### config.mk
export PLATFORM = sky130hd
export DESIGN_NAME = instruction_memory_arbiter
export DESIGN_NICKNAME = d
export VERILOG_FILES = /design/src/rtl/instruction_memory_arbiter.sv
export SDC_FILE = /design/constraint.sdc
export NUM_CORES = 1
export LEC_CHECK = 0
export BUFFER_PORTS_ARGS = -buffer_cell sky130_fd_sc_hd__buf_2
export CAP_MARGIN = 15
export CORE_MARGIN = 3
export CORE_UTILIZATION = 30
export DETAILED_ROUTE_END_ITERATION = 10
export GPL_TIMING_DRIVEN = 0
export PLACE_DENSITY = 0.75
export SLEW_MARGIN = 0
export SYNTH_ARGS = -nofsm -noshare
export SYNTH_HDL_FRONTEND = slang
export SYNTH_SLANG_ARGS = --single-unit
export TNS_END_PERCENT = 20
### constraint.sdc
create_clock -name clk -period 2.15 [get_ports clk]
set_input_delay 0.215 -clock clk [delete_from_list [all_inputs] [get_ports clk]]
set_output_delay 0.215 -clock clk [all_outputs]
set_load 0.05 [all_outputs]
### src/rtl/instruction_memory_arbiter.sv
// Round-robin arbiter sharing one instruction-memory read port among N_REQ requesters.
// Tracks the owner of each in-flight read and flags returning data to that owner.
module instruction_memory_arbiter #(
    parameter int unsigned N_REQ             = 4,
    parameter int unsigned MEMORY_WIDTH      = 16,
    parameter int unsigned MEMORY_ADDR_WIDTH = 11,
    parameter int unsigned READ_LATENCY      = 1
) (
    input  logic                                 clk,
    input  logic                                 reset,
    input  logic [N_REQ-1:0]                     req_valid,
    input  logic [N_REQ*MEMORY_ADDR_WIDTH-1:0]   req_addr,
    output logic [N_REQ-1:0]                     req_ready,
    output logic [MEMORY_WIDTH-1:0]              req_data,
    output logic [N_REQ-1:0]                     req_data_valid,
    output logic                                 mem_valid,
    output logic [MEMORY_ADDR_WIDTH-1:0]         mem_addr,
    input  logic                                 mem_ready,
    input  logic [MEMORY_WIDTH-1:0]              mem_data
);

    localparam int unsigned PtrW = $clog2(N_REQ);

    logic [PtrW-1:0]              ptr_q, ptr_d;
    logic [PtrW-1:0]              cand;
    logic [PtrW-1:0]              idx;
    logic                         grant;
    logic [MEMORY_ADDR_WIDTH-1:0] addr_arr [N_REQ];

    logic [READ_LATENCY-1:0]           pipe_valid_q;
    logic [READ_LATENCY-1:0][PtrW-1:0] pipe_owner_q;

    always_comb begin
        for (int i = 0; i < int'(N_REQ); i++) begin
            addr_arr[i] = req_addr[i*MEMORY_ADDR_WIDTH +: MEMORY_ADDR_WIDTH];
        end
    end

    // Walk offsets from farthest to nearest so the slot closest to ptr wins.
    always_comb begin
        cand = '0;
        idx  = '0;
        for (int k = int'(N_REQ) - 1; k >= 0; k--) begin
            idx = ptr_q + PtrW'(k);
            if (req_valid[idx]) begin
                cand = idx;
            end
        end
    end

    always_comb begin
        mem_valid = (|req_valid) && !reset;
        grant     = mem_valid && mem_ready;
        mem_addr  = mem_valid ? addr_arr[cand] : '0;
        req_ready = '0;
        req_ready[cand] = grant;
        ptr_d     = grant ? cand + 1'b1 : ptr_q;
    end

    always_ff @(posedge clk or posedge reset) begin
        if (reset) begin
            ptr_q        <= '0;
            pipe_valid_q <= '0;
            pipe_owner_q <= '0;
        end else begin
            ptr_q           <= ptr_d;
            pipe_valid_q[0] <= grant;
            pipe_owner_q[0] <= cand;
            for (int i = 1; i < int'(READ_LATENCY); i++) begin
                pipe_valid_q[i] <= pipe_valid_q[i-1];
                pipe_owner_q[i] <= pipe_owner_q[i-1];
            end
        end
    end

    always_comb begin
        req_data       = mem_data;
        req_data_valid = '0;
        if (pipe_valid_q[READ_LATENCY-1]) begin
            req_data_valid[pipe_owner_q[READ_LATENCY-1]] = 1'b1;
        end
    end

endmodule

==> metrics.md, run 1 <==
| Metric | Value |
|---|---|
| Post-Synthesis Cell Area | 847.1 um2 |
| Routed WL | 2731 um |
| Cell count after placement | 212 |
| Reg2reg path depth | 8 |
| Final Wtd Congestion | 0.6599 |
| Startpoint Class | register |
| DR vias/cell | 4.762 |
| Syn Area/Cell | 8.824 um2 |
| Req. time, crit path | 1.93 ns |
| Num rows | 18 |
| TritonCTS clock tree | yes |
| Initial Util | 32.71% |
| WL per Instance | 12.25 um |
| First-pass GRT wire length | 3795 um |
| Pre-Repair DR Iteration Count | 3 |
| Hold EP | pipe_valid_q |
| Ys Warns | 0 |
| Layout Area Growth over Synthesis | 85.08% |
| Antenna violations before repair | 0 |
| PnR Total Power | 1.412 mW |
| Reg clk slew, reported paths | 0.04 ns |
| Hold depth | 2 |
| Max IR drop VDD | 0.0005672 V |
| Filler cells | 239 |
| TritonCTS Buffers | 3 |
| IO Count | 103 |
| Slew HR | 82.61% |
| CP Max Fanout | 8 |
| Syn Inst Count | 96 |
| Pwr per Cell Area | 900.5 mW/mm2 |
| Post-synth cell types | 24 |
| Crit share post-route | 98.86% |
| Core area | 0.002590 mm2 |
| DIE AREA | 0.003497 mm2 |
| Post-route setup slack | 0.02446 ns |
| Post-synthesis sequential area ratio | 14.77% |
| Leak | 0.8972 nW |
| CP most frequent cell | buf_6 |
| Proportion of layout cells with a drive suffix above 1 | 68.91% |
| Clock root cell | clkbuf_4 |
| Setup violators final | 0 |
| Die Span X | 59.14 um |
| Largest net degree at the start of global routing | 12 |
| Final nets | 265 |
| Vias in the first global route | 977 |
| Clock Skews | 0.005096 ns |
| TNS Setup | 0 ns |
| Via count | 1062 |
| Layout Cells excl Fill | 223 |
| Crit Reg-Reg Startpoint | ptr_q[0] |
| Final min period | 2.126 ns |
| Endpoints failing hold | 0 |
| 1st-iter DRT viols | 44 |
| Max incr delay on CP | 0.38 ns |
| Worst reg2reg path endpoint | ptr_q[1] |
| Worst setup EP type | primary output |
| Clk_lat worst skew | 0.24 ns |
| Ant. Diodes | 0 |
| Post-route ant nets | 0 |
| Worst Hold Class | in -> reg |
| Overall Global Routing Usage | 13.62% |
| H-Tree Level Count | 1 |
| Maximum clock rate | 470.5 MHz |
| Post-DP HPWL | 2176 um |
| Clock Sinks | 5 |
| Transition time of the tightest slew-check pin | 0.2608 ns |
| Unrepaired setup endpoints after global routing | true |
| Hold path startpoint | mem_ready |
| Worst-path cell chain | nand2b_4 -> a21oi_2 -> a211o_1 -> buf_6 -> buf_12 -> mux2i_4 -> o22ai_2 -> buf_6 |
| Hold WS | 0.3479 ns |
| Die height | 59.14 um |
| Yosys reg bits | 5 |
| R2R Setup Slk | 0.38 ns |
| Final Max Slew Viols | 0 |
| Outcome | finished clean |
| Worst path arrival time | 1.91 ns |
| Crit Path Category | reg -> out |
| Crit path launch | ptr_q[0] |
| Maximum capacitance violations | 0 |
| DRC Markers | 0 |
| Slowest cell on crit path | dfrtp_1 |
| Syn nets | 167 |
| Pre-CTS setup slack | 0.1108 ns |
| Port Buf Inserts | 86 |
| Grt total ovfl | 0 |
| Clock buffer depth | 2 |
==> final cells by class <==
| type | count | area, um2 | share of cell area (%) |
|---|---|---|---|
| sequential | 5 | 125.1 | 7.981 |
| clock buffer | 4 | 26.28 | 1.676 |
| buffer | 21 | 183.9 | 11.73 |
| timing repair buffer | 93 | 580.6 | 37.03 |
| inverter | 6 | 25.02 | 1.596 |
| tap | 30 | 37.54 | 2.394 |
| multi-input combinational | 64 | 589.3 | 37.59 |
==> logic make-up after synthesis <==
group	count (synthesis)	synth area share (%)
buf+inv	27	23.93
mux	23	27.33
simple gates	19	13.29
compound gates	18	14.77
flops	5	14.77
fa+ha+maj	4	5.909
==> synth_stat cells <==
cell type / number / area share (%)
inv_2: 1 / 0.44
and3_1: 5 / 3.7
mux2_2: 1 / 1.3
mux2i_1: 22 / 26
nor3_2: 1 / 1.2
buf_4: 16 / 14
o22ai_1: 12 / 8.9
buf_2: 1 / 0.59
nand2_1: 3 / 1.3
nand2b_2: 1 / 1.0
buf_12: 2 / 4.7
clkbuf_1: 1 / 0.44
ha_1: 4 / 5.9
a211o_1: 1 / 1.0
and2_0: 1 / 0.74
dfrtp_1: 5 / 15
inv_1: 5 / 2.2
a31oi_4: 1 / 2.5
nor2_1: 4 / 1.8
nor3b_1: 2 / 1.8
and3b_1: 1 / 1.0
a21oi_1: 4 / 2.4
nand2b_1: 1 / 0.74
buf_6: 1 / 1.3
==> power by group <==
part,internal (mW),switching [mW],leakage [nW]
logic,0.524,0.628,0.823
clock network,0.0700,0.0353,0.0150
registers,0.124,0.0301,0.0594
==> layout by cell type, fill, tap and decap left out, types with 2 or more instances in the layout <==
cell type	n
buf_2	72
buf_4	31
mux2i_1	18
o22ai_1	10
buf_6	5
dfrtp_1	5
inv_1	4
nor2_1	4
and3_1	4
ha_1	4
clkbuf_4	3
a21oi_1	2
a21oi_2	2
buf_12	2
nand2_1	2
mux2i_2	2
mux2i_4	2
o22ai_2	2
clkbuf_16	2
==> worst max path at each step <==
stage	endpoint	slack (ns)	depth (start not counted)
floorplan	mem_addr[0]	-0.03	7
global placement	mem_addr[2]	0.13	7
detailed placement	mem_addr[2]	0.11	7
CTS	mem_addr[7]	-0.02	8
global route	mem_addr[3]	-0.07	8
finish	mem_addr[3]	0.02	8
==> metal layers <==
layer,track usage [%],vias up,wire (um)
met1,14.61,475,957
met4,3.883,0,31
met5,0,-,0
met3,1.743,4,214
li1,-,525,-
met2,27.13,58,1528
==> flip-flops by register name, indices dropped and copies added (netlist names) <==
name,flops
pipe_valid_q,1
ptr_q,2
pipe_owner_q,2
==> metrics by stage <==
stage | area [um2] | utilization, %
2_1_floorplan | 847.1 | -
3_3_place_gp | 1315 | 50.77
3_5_place_dp | 1315 | 50.77
4_1_cts | 1405 | 54.25
5_1_grt | 1568 | 60.53
6_report | 1568 | 60.53
==> worst max-delay path, delay by kind of cell (launching register included) <==
| kind | cells | cell delay, ns |
|---|---|---|
| and+or+nand+nor | 1 | 0.16 |
| buffers and inverters | 3 | 0.48 |
| AOI/OAI and AO/OA | 3 | 0.47 |
| muxes | 1 | 0.18 |
| DFF | 1 | 0.38 |
==> what timing repair did <==
item / CTS / global route
cloned: 0 / 2
endpoints found under the hold margin: 5 / 0
hold buffers: 1 / 0
resized for setup: 15 / 31
pin swaps: 1 / 6
setup endpoints to repair: 14 / 15
buffers inserted: 2 / 2
Note: power is estimated with default switching activity, not from simulation.
==> run 2: changes to the inputs <==
- BUFFER_PORTS_ARGS: -buffer_cell sky130_fd_sc_hd__buf_2 -> -buffer_cell sky130_fd_sc_hd__buf_4
==> run 2 against run 1 <==
  * The flow now finishes with violations (negative setup slack)
  * Critical path depth rose by 1
  * Maximum frequency fell by 4.2%
  * Flip-flop and latch count did not move
  * Non-clock buffer count rose by 3
  * Combinational power rose by 4%
  * Worst hold slack improved by 0.020 ns
  * Sequential power barely moved
  * Highest routed layer unchanged
  * Die area did not move
  * Clock skew rose by 0.0010 ns
  * Final cell count rose by 1.3%
  * Clock power barely moved
==> metrics.md, run 2 (synthesis results as in run 1) <==
| Metric | Value |
|---|---|
| Layout Area Growth over Synthesis | 105.2% |
| TritonCTS clock tree | yes |
| Cell count after placement | 212 (unchanged) |
| Max IR drop VDD | 0.0005429 V (-4.3%) |
| Most frequent cells in the layout | buf_4, mux2i_1, o22ai_1 |
| Final nets | 268 (+1.1%) |
| Clock buffer depth | 2 (unchanged) |
| Clock Skews | 0.006097 ns (+0.001000 ns) |
| H-Tree Level Count | 1 (unchanged) |
| Maximum capacitance violations | 0 (unchanged) |
| Final min period | 2.218 ns (+0.09209 ns) |
| Post-route ant nets | 0 (unchanged) |
| Unrepaired setup endpoints after global routing | true |
| Req. time, crit path | 1.93 ns (about the same) |
| Area post-placement | 0.001530 mm2 (+16%) |
| Hold WS | 0.3676 ns (+0.01967 ns) |
| Final Util | 67.10% (+6.6 points) |
| DR vias/cell | 4.805 (+0.90%) |
| Via count | 1086 (+2.3%) |
| Endpoints failing hold | 0 (unchanged) |
| Final Max Slew Viols | 0 (unchanged) |
| Critical Path End | mem_addr[10] |
| First-pass GRT wire length | 4374 um (+15%) |
| Crit Path Category | reg -> out |
| Reg clk slew, reported paths | 0.05 ns (about the same) |
| Crit path launch | ptr_q[0] |
| Final Wtd Congestion | 0.7279 (+10%) |
| Port Buf Inserts | 86 (unchanged) |
| Worst Hold Class | in -> reg |
| Post-DP HPWL | 2480 um (+14%) |
| DIE AREA | 0.003497 mm2 (unchanged) |
| Pre-Repair DR Iteration Count | 4 (+1) |
| Pwr per Cell Area | 842.9 mW/mm2 (-6.4%) |
| 1st-iter DRT viols | 37 (-16%) |
| DRC Markers | 0 (unchanged) |
| Worst reg2reg path endpoint | ptr_q[1] |
| Core area | 0.002590 mm2 (unchanged) |
| Clock root cell | clkbuf_4 |
| Slew HR | 82.05% (-0.57 points) |
| Antenna violations before repair | 0 (unchanged) |
| Vias in the first global route | 1094 (+12%) |
| Initial Util | 32.71% (unchanged) |
| Ant. Diodes | 0 (unchanged) |
| Routed WL | 2986 um (+9.3%) |
| Transition time of the tightest slew-check pin | 0.2678 ns (+0.007024 ns) |
| Die Span X | 59.14 um (unchanged) |
| TritonCTS Buffers | 3 (unchanged) |
| Largest net degree at the start of global routing | 11 (-1) |
| Crit share post-route | 103.1% (+4.3 points) |
| WL per Instance | 13.21 um (+7.9%) |
| Num rows | 18 (unchanged) |
| Outcome | complete, but fails checks |
| Most common cell after layout, fill and taps aside | buf_4 |
| Leak | 0.9625 nW (+7.3%) |
| Layout Cells excl Fill | 226 (+1.3%) |
| Worst path arrival time | 2.00 ns (+0.09 ns) |
| Reg2reg path depth | 8 (unchanged) |
| Failing checks | negative setup slack |
| Clk_lat worst skew | 0.24 ns (about the same) |
| Worst setup EP type | primary output |
| Filler cells | 205 (-14%) |
| Proportion of layout cells with a drive suffix above 1 | 67.86% (-1.1 points) |
| CP Max Fanout | 5 (-3) |
| Overall Global Routing Usage | 16.06% (+2.4 points) |
| Setup violators final | 2 (+2) |
| Startpoint Class | register |
| Grt total ovfl | 0 (unchanged) |
| Clock Sinks | 5 (unchanged) |
| IO Count | 103 (unchanged) |
| Regs by FF count | pipe_owner_q (2), ptr_q (2), pipe_valid_q (1) |
| Die height | 59.14 um (unchanged) |
| Crit Reg-Reg Startpoint | ptr_q[0] |
| Maximum clock rate | 450.9 MHz (-4.2%) |
| R2R Setup Slk | 0.38 ns (about the same) |
| Post-route setup slack | -0.06763 ns (-0.09209 ns) |
| Fin area | 0.001738 mm2 (+11%) |
## run 2: changes by cell type in the layout (fill, tap and decap cells not counted), sizes merged
cell and change:
buf +5, clkbuf -2
## run 2: worst max-delay path, stage by stage (launching register included)
cell      delay (ns)
dfrtp_1         0.38
nand2b_4        0.15
a21oi_2         0.05
a211o_1         0.25
buf_6           0.15
buf_6           0.11
buf_6           0.11
mux2i_1         0.12
o22ai_1         0.21
buf_4           0.24
## run 2: metrics by stage
step / setup slack [ns] / power [mW] / setup TNS, ns
2_1_floorplan: -0.02661 / 0.8812 / -0.2690
3_3_place_gp: 0.1469 / 1.144 / 0
3_5_place_dp: 0.1096 / 1.162 / 0
4_1_cts: -0.02363 / 1.448 / -0.09635
5_1_grt: -0.1316 / 1.554 / -1.045
6_report: -0.06763 / 1.465 / -0.07357
## run 2: timing repair
item	CTS	global route
setup buffers	7	1
hold buffers	1	0
pin swaps	6	4
setup endpoints to repair	15	15
endpoints found under the hold margin	5	0
cloned	1	0
gates resized for setup	14	9
## run 2: worst min-delay path by stage
stage	from	endpoint	slack, ns	cells after the start
2_1_floorplan	reset	pipe_owner_q[0]	-0.006	1
3_3_place_gp	reset	pipe_owner_q[1]	0.14	2
3_5_place_dp	reset	ptr_q[1]	0.15	2
4_1_cts	mem_ready	pipe_valid_q	0.36	2
5_1_grt	mem_ready	pipe_valid_q	0.38	2
6_report	mem_ready	pipe_valid_q	0.37	2
## run 2: report_power, final
group          internal (mW)  leakage [nW]  switching, mW  total, mW
clock                 0.0701        0.0150         0.0368      0.107
sequential             0.124        0.0594         0.0330      0.157
combinational          0.571         0.888          0.629       1.20
## run 2: final cells by class
class	instances	area, um2	area share [%]
timing repair buffer	96	785.8	45.21
multi-input combinational	64	554.3	31.89
buffer	21	183.9	10.58
sequential	5	125.1	7.199
tap	30	37.54	2.160
clock buffer	4	26.28	1.512
inverter	6	25.02	1.440
## run 2: metal layers
layer	vias up	part of all wire [%]	routed length [um]	GRT usage, %
met4	0	1.4	41	5.178
met2	63	56	1687	31.86
li1	536	-	-	-
met3	6	8.4	251	2.179
met5	-	0	0	0
met1	481	34	1005	17.02
